[config.mk]
export PLATFORM = sky130hd
export DESIGN_NAME = led_step_ctrl
export DESIGN_NICKNAME = d
export VERILOG_FILES = /design/src/rtl/led_step_ctrl_pkg.sv /design/src/rtl/led_step_ctrl_key_debounce.sv /design/src/rtl/led_step_ctrl.sv
export SDC_FILE = /design/constraint.sdc
export NUM_CORES = 1
export LEC_CHECK = 0
export ABC_AREA = 0
export BUFFER_PORTS_ARGS = -buffer_cell sky130_fd_sc_hd__buf_2
export CAP_MARGIN = 20
export CORE_UTILIZATION = 41
export DETAILED_ROUTE_END_ITERATION = 16
export PLACE_DENSITY = 0.61
export SYNTH_ARGS = -nofsm -noshare
export SYNTH_HDL_FRONTEND = slang
export SYNTH_SLANG_ARGS = --single-unit
[constraint.sdc]
create_clock -name clk_50 -period 4.6 [get_ports clk_50]
set_input_delay 1.38 -clock clk_50 [delete_from_list [all_inputs] [get_ports clk_50]]
set_output_delay 1.38 -clock clk_50 [all_outputs]
set_load 0.02 [all_outputs]
[src/rtl/led_step_ctrl_pkg.sv]
// Speed codes and the rate table shared by the running-light step controller.
package led_step_ctrl_pkg;

  localparam logic [1:0] SPD_HALF = 2'd0;
  localparam logic [1:0] SPD_QTR  = 2'd1;
  localparam logic [1:0] SPD_8TH  = 2'd2;
  localparam logic [1:0] SPD_1S   = 2'd3;

  localparam int NUM_KEYS  = 2;
  localparam int KEY_SPEED = 0;
  localparam int KEY_PAUSE = 1;

  // Step period in clock cycles for a speed code, relative to the speed-0 period.
  function automatic int unsigned step_period(input logic [1:0] sel, input int unsigned base);
    int unsigned p;
    case (sel)
      SPD_HALF: p = base;
      SPD_QTR:  p = base / 2;
      SPD_8TH:  p = base / 4;
      SPD_1S:   p = base * 2;
      default:  p = base;
    endcase
    return p;
  endfunction

endpackage

[src/rtl/led_step_ctrl_key_debounce.sv]
// Key front end: 2-FF synchronizer, counter debouncer and one-cycle press pulse
// on the debounced 1->0 transition of an active-low key.
module key_debounce #(
  parameter int unsigned DEBOUNCE_CYC = 1_000_000
) (
  input  logic clk_50,
  input  logic rst,
  input  logic key_n,
  output logic press
);

  localparam int CW = (DEBOUNCE_CYC > 1) ? $clog2(DEBOUNCE_CYC) : 1;
  localparam logic [CW-1:0] CNT_LAST = CW'(DEBOUNCE_CYC - 1);

  logic          sync1_reg;
  logic          sync2_reg;
  logic          stable_reg;
  logic          press_reg;
  logic [CW-1:0] cnt_reg;
  logic          settle;

  // The synced level has differed long enough: accept it this cycle.
  assign settle = (sync2_reg != stable_reg) && (cnt_reg == CNT_LAST);

  always_ff @(posedge clk_50) begin
    if (rst) begin
      sync1_reg  <= 1'b1;
      sync2_reg  <= 1'b1;
      stable_reg <= 1'b1;
      press_reg  <= 1'b0;
      cnt_reg    <= '0;
    end else begin
      sync1_reg <= key_n;
      sync2_reg <= sync1_reg;
      press_reg <= settle && stable_reg;
      if (sync2_reg == stable_reg) begin
        cnt_reg <= '0;
      end else if (settle) begin
        stable_reg <= sync2_reg;
        cnt_reg    <= '0;
      end else begin
        cnt_reg <= cnt_reg + CW'(1);
      end
    end
  end

  assign press = press_reg;

endmodule

[src/rtl/led_step_ctrl.sv]
// Step-tick generator for the running-light shifter: debounced speed and
// run/pause keys drive a prescaler that emits one-cycle step ticks.
module led_step_ctrl
  import led_step_ctrl_pkg::*;
#(
  parameter int unsigned DEBOUNCE_CYC = 1_000_000,
  parameter int unsigned BASE_PERIOD  = 25_000_000,
  parameter int          CNT_W        = 27
) (
  input  logic       clk_50,
  input  logic       rst,
  input  logic       key_speed_n,
  input  logic       key_pause_n,
  output logic       step_tick,
  output logic [1:0] speed_sel,
  output logic       running
);

  logic [NUM_KEYS-1:0] key_n;
  logic [NUM_KEYS-1:0] press;

  assign key_n[KEY_SPEED] = key_speed_n;
  assign key_n[KEY_PAUSE] = key_pause_n;

  genvar gi;
  generate
    for (gi = 0; gi < NUM_KEYS; gi++) begin : g_key
      key_debounce #(
        .DEBOUNCE_CYC(DEBOUNCE_CYC)
      ) u_key (
        .clk_50(clk_50),
        .rst   (rst),
        .key_n (key_n[gi]),
        .press (press[gi])
      );
    end
  endgenerate

  logic [CNT_W-1:0] prescaler_reg;
  logic [CNT_W-1:0] term_cnt;
  logic [1:0]       speed_sel_reg;
  logic             running_reg;
  logic             step_tick_reg;

  assign term_cnt = CNT_W'(step_period(speed_sel_reg, BASE_PERIOD) - 1);

  // A key press cycle never advances the prescaler: a speed change restarts
  // the period, and a pause toggle leaves the partial period intact.
  always_ff @(posedge clk_50) begin
    if (rst) begin
      prescaler_reg <= '0;
      speed_sel_reg <= SPD_HALF;
      running_reg   <= 1'b1;
      step_tick_reg <= 1'b0;
    end else begin
      step_tick_reg <= 1'b0;
      if (press[KEY_SPEED]) begin
        speed_sel_reg <= speed_sel_reg + 2'd1;
        prescaler_reg <= '0;
      end else if (running_reg && !press[KEY_PAUSE]) begin
        if (prescaler_reg == term_cnt) begin
          prescaler_reg <= '0;
          step_tick_reg <= 1'b1;
        end else begin
          prescaler_reg <= prescaler_reg + CNT_W'(1);
        end
      end
      if (press[KEY_PAUSE]) begin
        running_reg <= ~running_reg;
      end
    end
  end

  assign step_tick = step_tick_reg;
  assign speed_sel = speed_sel_reg;
  assign running   = running_reg;

endmodule
Yosys cells after proc, flatten, opt, wreduce, memory -nomap -nowiden
Cells that the tools add are included.

cells by class
  $add $sub $neg = 5
  equal/unequal tests = 10
  reduce and logical (&&, ||, !) cells = 13
  bitwise gates (word level) = 4
  multiplexer cells = 3

operators by type and width
  operator                                                                number
  27-bit one-hot mux with 4 select lines                                  1
  20-bit by 1-bit adder with 20-bit output (second input constant)        2
  20-bit equality test (second input constant)                            2
  27-bit by 1-bit adder with 27-bit output (second input constant)        1
  27-bit equality test                                                    1
  27-bit 2-to-1 mux                                                       1
  27-bit by 1-bit subtractor with 27-bit output (second input constant)   1
  3-bit OR reduction                                                      3
  1-bit logical AND                                                       5
  2-bit equality test (second input constant)                             2
  1-bit inverter                                                          4
  2-bit AND reduction                                                     2
  2-bit by 1-bit adder with 2-bit output (second input constant)          1
  1-bit equality test                                                     2
  2-bit by 1-bit equality test with 1-bit output (second input constant)  1
  2-bit zero test                                                         1
  1-bit != test                                                           2
  2-bit OR reduction                                                      1
  1-bit zero test                                                         1
  1-bit 2-to-1 mux                                                        1

word-level totals
  input bits = 4
  flip-flop bits (word level) = 79
  logic and storage cells = 49
  output and inout port bits = 4

Logic depth before layout (Yosys ltp)
  depth in word-level cells = 5
  depth in mapped cells = 8
  gate-level depth less buffers = 7

Cells and area by module
Synthesis repeated with hierarchy kept, for this count alone.

second synthesis, totals
  cells, all modules = 423
  area, all modules = 3829.9 sq um

modules (own cells, without submodules)
  module         cells an instance  times used  seq. area each (sq um)  area an instance (sq um)
  key_debounce   117                2           480.5                   1068.5
  led_step_ctrl  189                1           620.6                   1692.9

Least setup slack after synthesis
Ideal clock, no wire load.

  path type = reg2reg
  from = register speed_sel_reg[0] (netlist: speed_sel[0])
  to = register prescaler_reg[0]
  path slack = 1939 ps
  data arrival time = 2546 ps
  setup time = 115 ps
  cell stages (with the launch flop) = 9
  data required time = 4485 ps
  period minus slack after synthesis = 2661 ps
  path through = dfxtp_1 -> inv_1 -> ha_1 -> xor2_1 -> or4_1 -> a221o_1 -> o41ai_4 -> buf_6 -> nor2_1

between the ends
  cells in the longest elaborated chain, start to end = 5
  elaborated cells on any way between the ends = 8
  those cells by class = 1 x add/sub; 4 x eq/ne; 2 x mux; 1 x reduce/logical

ends and longest elaborated chain
  item                                               line                     RTL
  start, declared                                    led_step_ctrl.sv:41      logic [1:0] speed_sel_reg;
  start signal, assigned                             led_step_ctrl.sv:58      speed_sel_reg <= speed_sel_reg + 2'd1;
  2-bit equality test (tied with other cells)        led_step_ctrl_pkg.sv:16  case (sel)
  27-bit one-hot mux with 4 select lines (*)         led_step_ctrl_pkg.sv:16
  27-bit by 1-bit subtractor with 27-bit output (*)  led_step_ctrl.sv:45      assign term_cnt = CNT_W'(step_period(speed_sel_reg, BASE_PERIOD) - 1);
  27-bit equality test (*)                           led_step_ctrl.sv:61      if (prescaler_reg == term_cnt) begin
  27-bit 2-to-1 mux (*)                              led_step_ctrl.sv:61
  end signal, assigned                               led_step_ctrl.sv:65      prescaler_reg <= prescaler_reg + CNT_W'(1);
  end, declared                                      led_step_ctrl.sv:39      logic [CNT_W-1:0] prescaler_reg;

Every way passes the cells marked *; elsewhere a longest branch is shown, timed or not. The select of a mux whose other input is x is not followed.
A chain may end at the register's enable or synchronous reset.

Final worst setup path
  from = register speed_sel_reg[0] (netlist: speed_sel[0])
  to = register prescaler_reg[20]

Same word-level chain as after synthesis.

==> results_dict.tcl <==
set metrics [dict create \
    use_met1 0.2048 \
    setup-violations-final 0 \
    start_util 0.4323 \
    ys_warn_count 0 \
    die_w_um 96.01 \
    insertedDiodeCount 0 \
    first_pass_iters 4 \
    arrival_ns 2.88 \
    grt_pass1_vias 2578 \
    ys_ff_latch 79 \
    post_cts_buffers 0 \
    end_kind "flip-flop" \
    wire_per_inst_um 12.43 \
    synth_top_area_cell "dfxtp_1" \
    synth_compound_area_frac 0.02003 \
    post-synth-top-count-cell "nor2_1" \
    routabilityCongestion 0.7769 \
    reg2reg_from "speed_sel[0]$_SDFFE_PP0P_" \
    ys_top_cells_by_area "dfxtp_1 44%, xor2_1 11%, nor2_1 8.5%" \
    max-vdd-ir-drop_v 0.0001759 \
    largest_reg_flops 40 \
    crit_fanout 25 \
    fin_nets 432 \
    yosys-top-cells-count "82 x nor2_1, 79 x dfxtp_1, 45 x xor2_1, 35 x nand2_1" \
    synth_top_area_share 0.4365 \
    syn_area_sq_mm 0.003623 \
    fin_crit_sh 0.5766 \
    path_clk_slew_ns 0.09 \
    synth.mux.area_fraction 0.01381 \
    hold_depth 1 \
    start_kind "flip-flop" \
    grt_max_degree 26 \
    synthXorXnorAreaFrac 0.1619 \
    maxCapViolCount 0 \
    rsz0062_at_grt "no" \
    cts_hold_buf 0 \
    use_met3 0.04502 \
    slew_violations 0 \
    cts-htree-levels 3 \
    synth-edff-count 0 \
    hp-class "flip-flop to flip-flop" \
    ant_nets 0 \
    ys_types 32 \
    fin_tns_setup_ns 0 \
    cts_sinks 79 \
    whs_ns 0.4132 \
    min_period_ns 2.652 \
    yosys.area_share.adder 0.03453 \
    tritoncts "yes" \
    r2r-end "prescaler_reg[20]$_SDFFE_PP0P_" \
    cts-root-buf "clkbuf_8" \
    grt_antenna_before_repair 0 \
    syn-instance-count 413 \
    via_per_inst 5.142 \
    overflow 0 \
    crit_type "flip-flop to flip-flop" \
    post_synth_and_or_nand_nor_area_fraction 0.3094 \
    clock_path_buffers 2 \
    rr_worst_depth 8 \
    clock_skew_ns 0.01495 \
    dp_hpwl_mm 4.571 \
    yosysSeqAreaShare 0.4365 \
    clk_latency_ns 0.35 \
    core-area_sq_mm 0.008382 \
    hold_violations 0 \
    synth-async-reset-ratio 0 \
    dieArea_sq_mm 0.009218 \
    p_per_area_mw_per_mm2 328.7 \
    drive_gt1_frac 0.07565 \
    die_height_um 96.01 \
    drc 0 \
    syn_nets 427 \
    min-delay-start "g_key[1].u_key.sync1_reg$_SDFF_PP1_" \
    ys.flop_type "dfxtp_1" \
    fp-row-count 33 \
    cts_buffers 9 \
    r2r_slack_ns 1.95 \
    p_leak_uw 0.001343 \
    fmax_ghz 0.3770 \
    slew-limit-headroom 0.2950 \
    syn_area_per_cell_sq_um 8.774 \
    drt_iter0_markers 107 \
    cts-resized-gates 0 \
    port_buffers 7 \
    vias 2715 \
    wl_mm 6.565 \
    status "finished clean" \
    worst_slew_pin_slew_ns 1.048 \
    grt_most_used_layer "met2" \
    cp_data_required_time_ns 4.83 \
    syn2layout_area_growth_pct 9.116 \
    synth_top_family_by_area "simple AND/OR/NAND/NOR gates" \
    grt.total_usage 0.1604 \
    min_delay_worst_endpoint "g_key[1].u_key.sync2_reg$_SDFF_PP1_" \
    io_pins 8 \
    grt_pass1_wl_mm 11.38 \
    grtUsageMet2 0.2530 \
]
==> placed cells by master (no fill, tap or decap), types with 7 or more instances in the layout <==
cell / n
and3_1: 10
ha_1: 10
or2_2: 7
nand2_1: 35
and4_1: 8
xnor2_1: 22
nor4_1: 7
nor3_1: 13
nand4_1: 17
xor2_1: 45
nand3_1: 22
clkbuf_8: 10
nor2_1: 82
buf_2: 7
dfxtp_1: 79
==> worst max-delay path, cell delays in order, from the launching register on <==
cell and delay, ns:
dfxtp_1 0.47, inv_1 0.13, ha_1 0.22, xor2_1 0.13, or4_1 0.49, a221o_1 0.32, o41ai_4 0.34, buf_4 0.32
nor2_1 0.09
==> layout make-up <==
| cell class | instances | area, sq um |
|---|---|---|
| clock inverters | 6 | 90.09 |
| well taps | 105 | 131.4 |
| fillers | 819 | 4428 |
| inverters | 4 | 15.01 |
| flip-flops and latches | 79 | 1582 |
| repair buffers | 8 | 42.54 |
| clock buffers | 10 | 137.6 |
| multi-input cells | 316 | 1956 |
==> cell families (layout without fill, tap and decap cells) <==
kind of cell,after synthesis,count (layout)
AND/OR/NAND/NOR,226,226
flip-flops,79,79
XOR/XNOR,67,67
buffers and inverters,18,28
adder cells (fa/ha/maj),10,10
AO/OA/AOI/OAI,8,8
multiplexers,5,5
==> how the worst max path moves through the flow <==
stage / from / to / slack (ns) / cells past startpoint
2_1_floorplan: speed_sel[0]$_SDFFE_PP0P_ / prescaler_reg[0]$_SDFFE_PP0P_ / 1.94 / 8
3_3_place_gp: speed_sel[0]$_SDFFE_PP0P_ / prescaler_reg[4]$_SDFFE_PP0P_ / 2.04 / 8
3_5_place_dp: speed_sel[0]$_SDFFE_PP0P_ / prescaler_reg[14]$_SDFFE_PP0P_ / 1.96 / 8
4_1_cts: speed_sel[0]$_SDFFE_PP0P_ / prescaler_reg[20]$_SDFFE_PP0P_ / 1.93 / 8
5_1_grt: speed_sel[0]$_SDFFE_PP0P_ / prescaler_reg[0]$_SDFFE_PP0P_ / 1.73 / 8
6_report: speed_sel[0]$_SDFFE_PP0P_ / prescaler_reg[20]$_SDFFE_PP0P_ / 1.95 / 8
==> metrics by stage <==
step / setup WS, ns / util / instances / total power, uW / instance area [sq um]
floorplan: 1.939 / - / 413 / 723.7 / 3623
detailed placement: 1.961 / 0.4445 / 512 / 728.9 / 3726
finish: 1.948 / 0.4717 / 528 / 1299 / 3954
global placement: 2.039 / 0.4445 / 512 / 728.3 / 3726
CTS: 1.928 / 0.4717 / 528 / 1316 / 3954
global route: 1.731 / 0.4717 / 528 / 1352 / 3954
==> routing by layer <==
metal | wire, um | share of wire
met3 | 168 | 0.026
met5 | 0 | 0
met4 | 102 | 0.016
met1 | 3351 | 0.51
met2 | 2943 | 0.45
==> power breakdown <==
part	switching [uW]	total [uW]	leakage [uW]	internal, uW
Sequential	3.84	692	0.000638	688
Clock	264	587	0.000113	323
Combinational	13.0	20.7	0.000592	7.64
Total	281	1300	0.00134	1020
No activity file was read; power rests on OpenSTA's default activity.
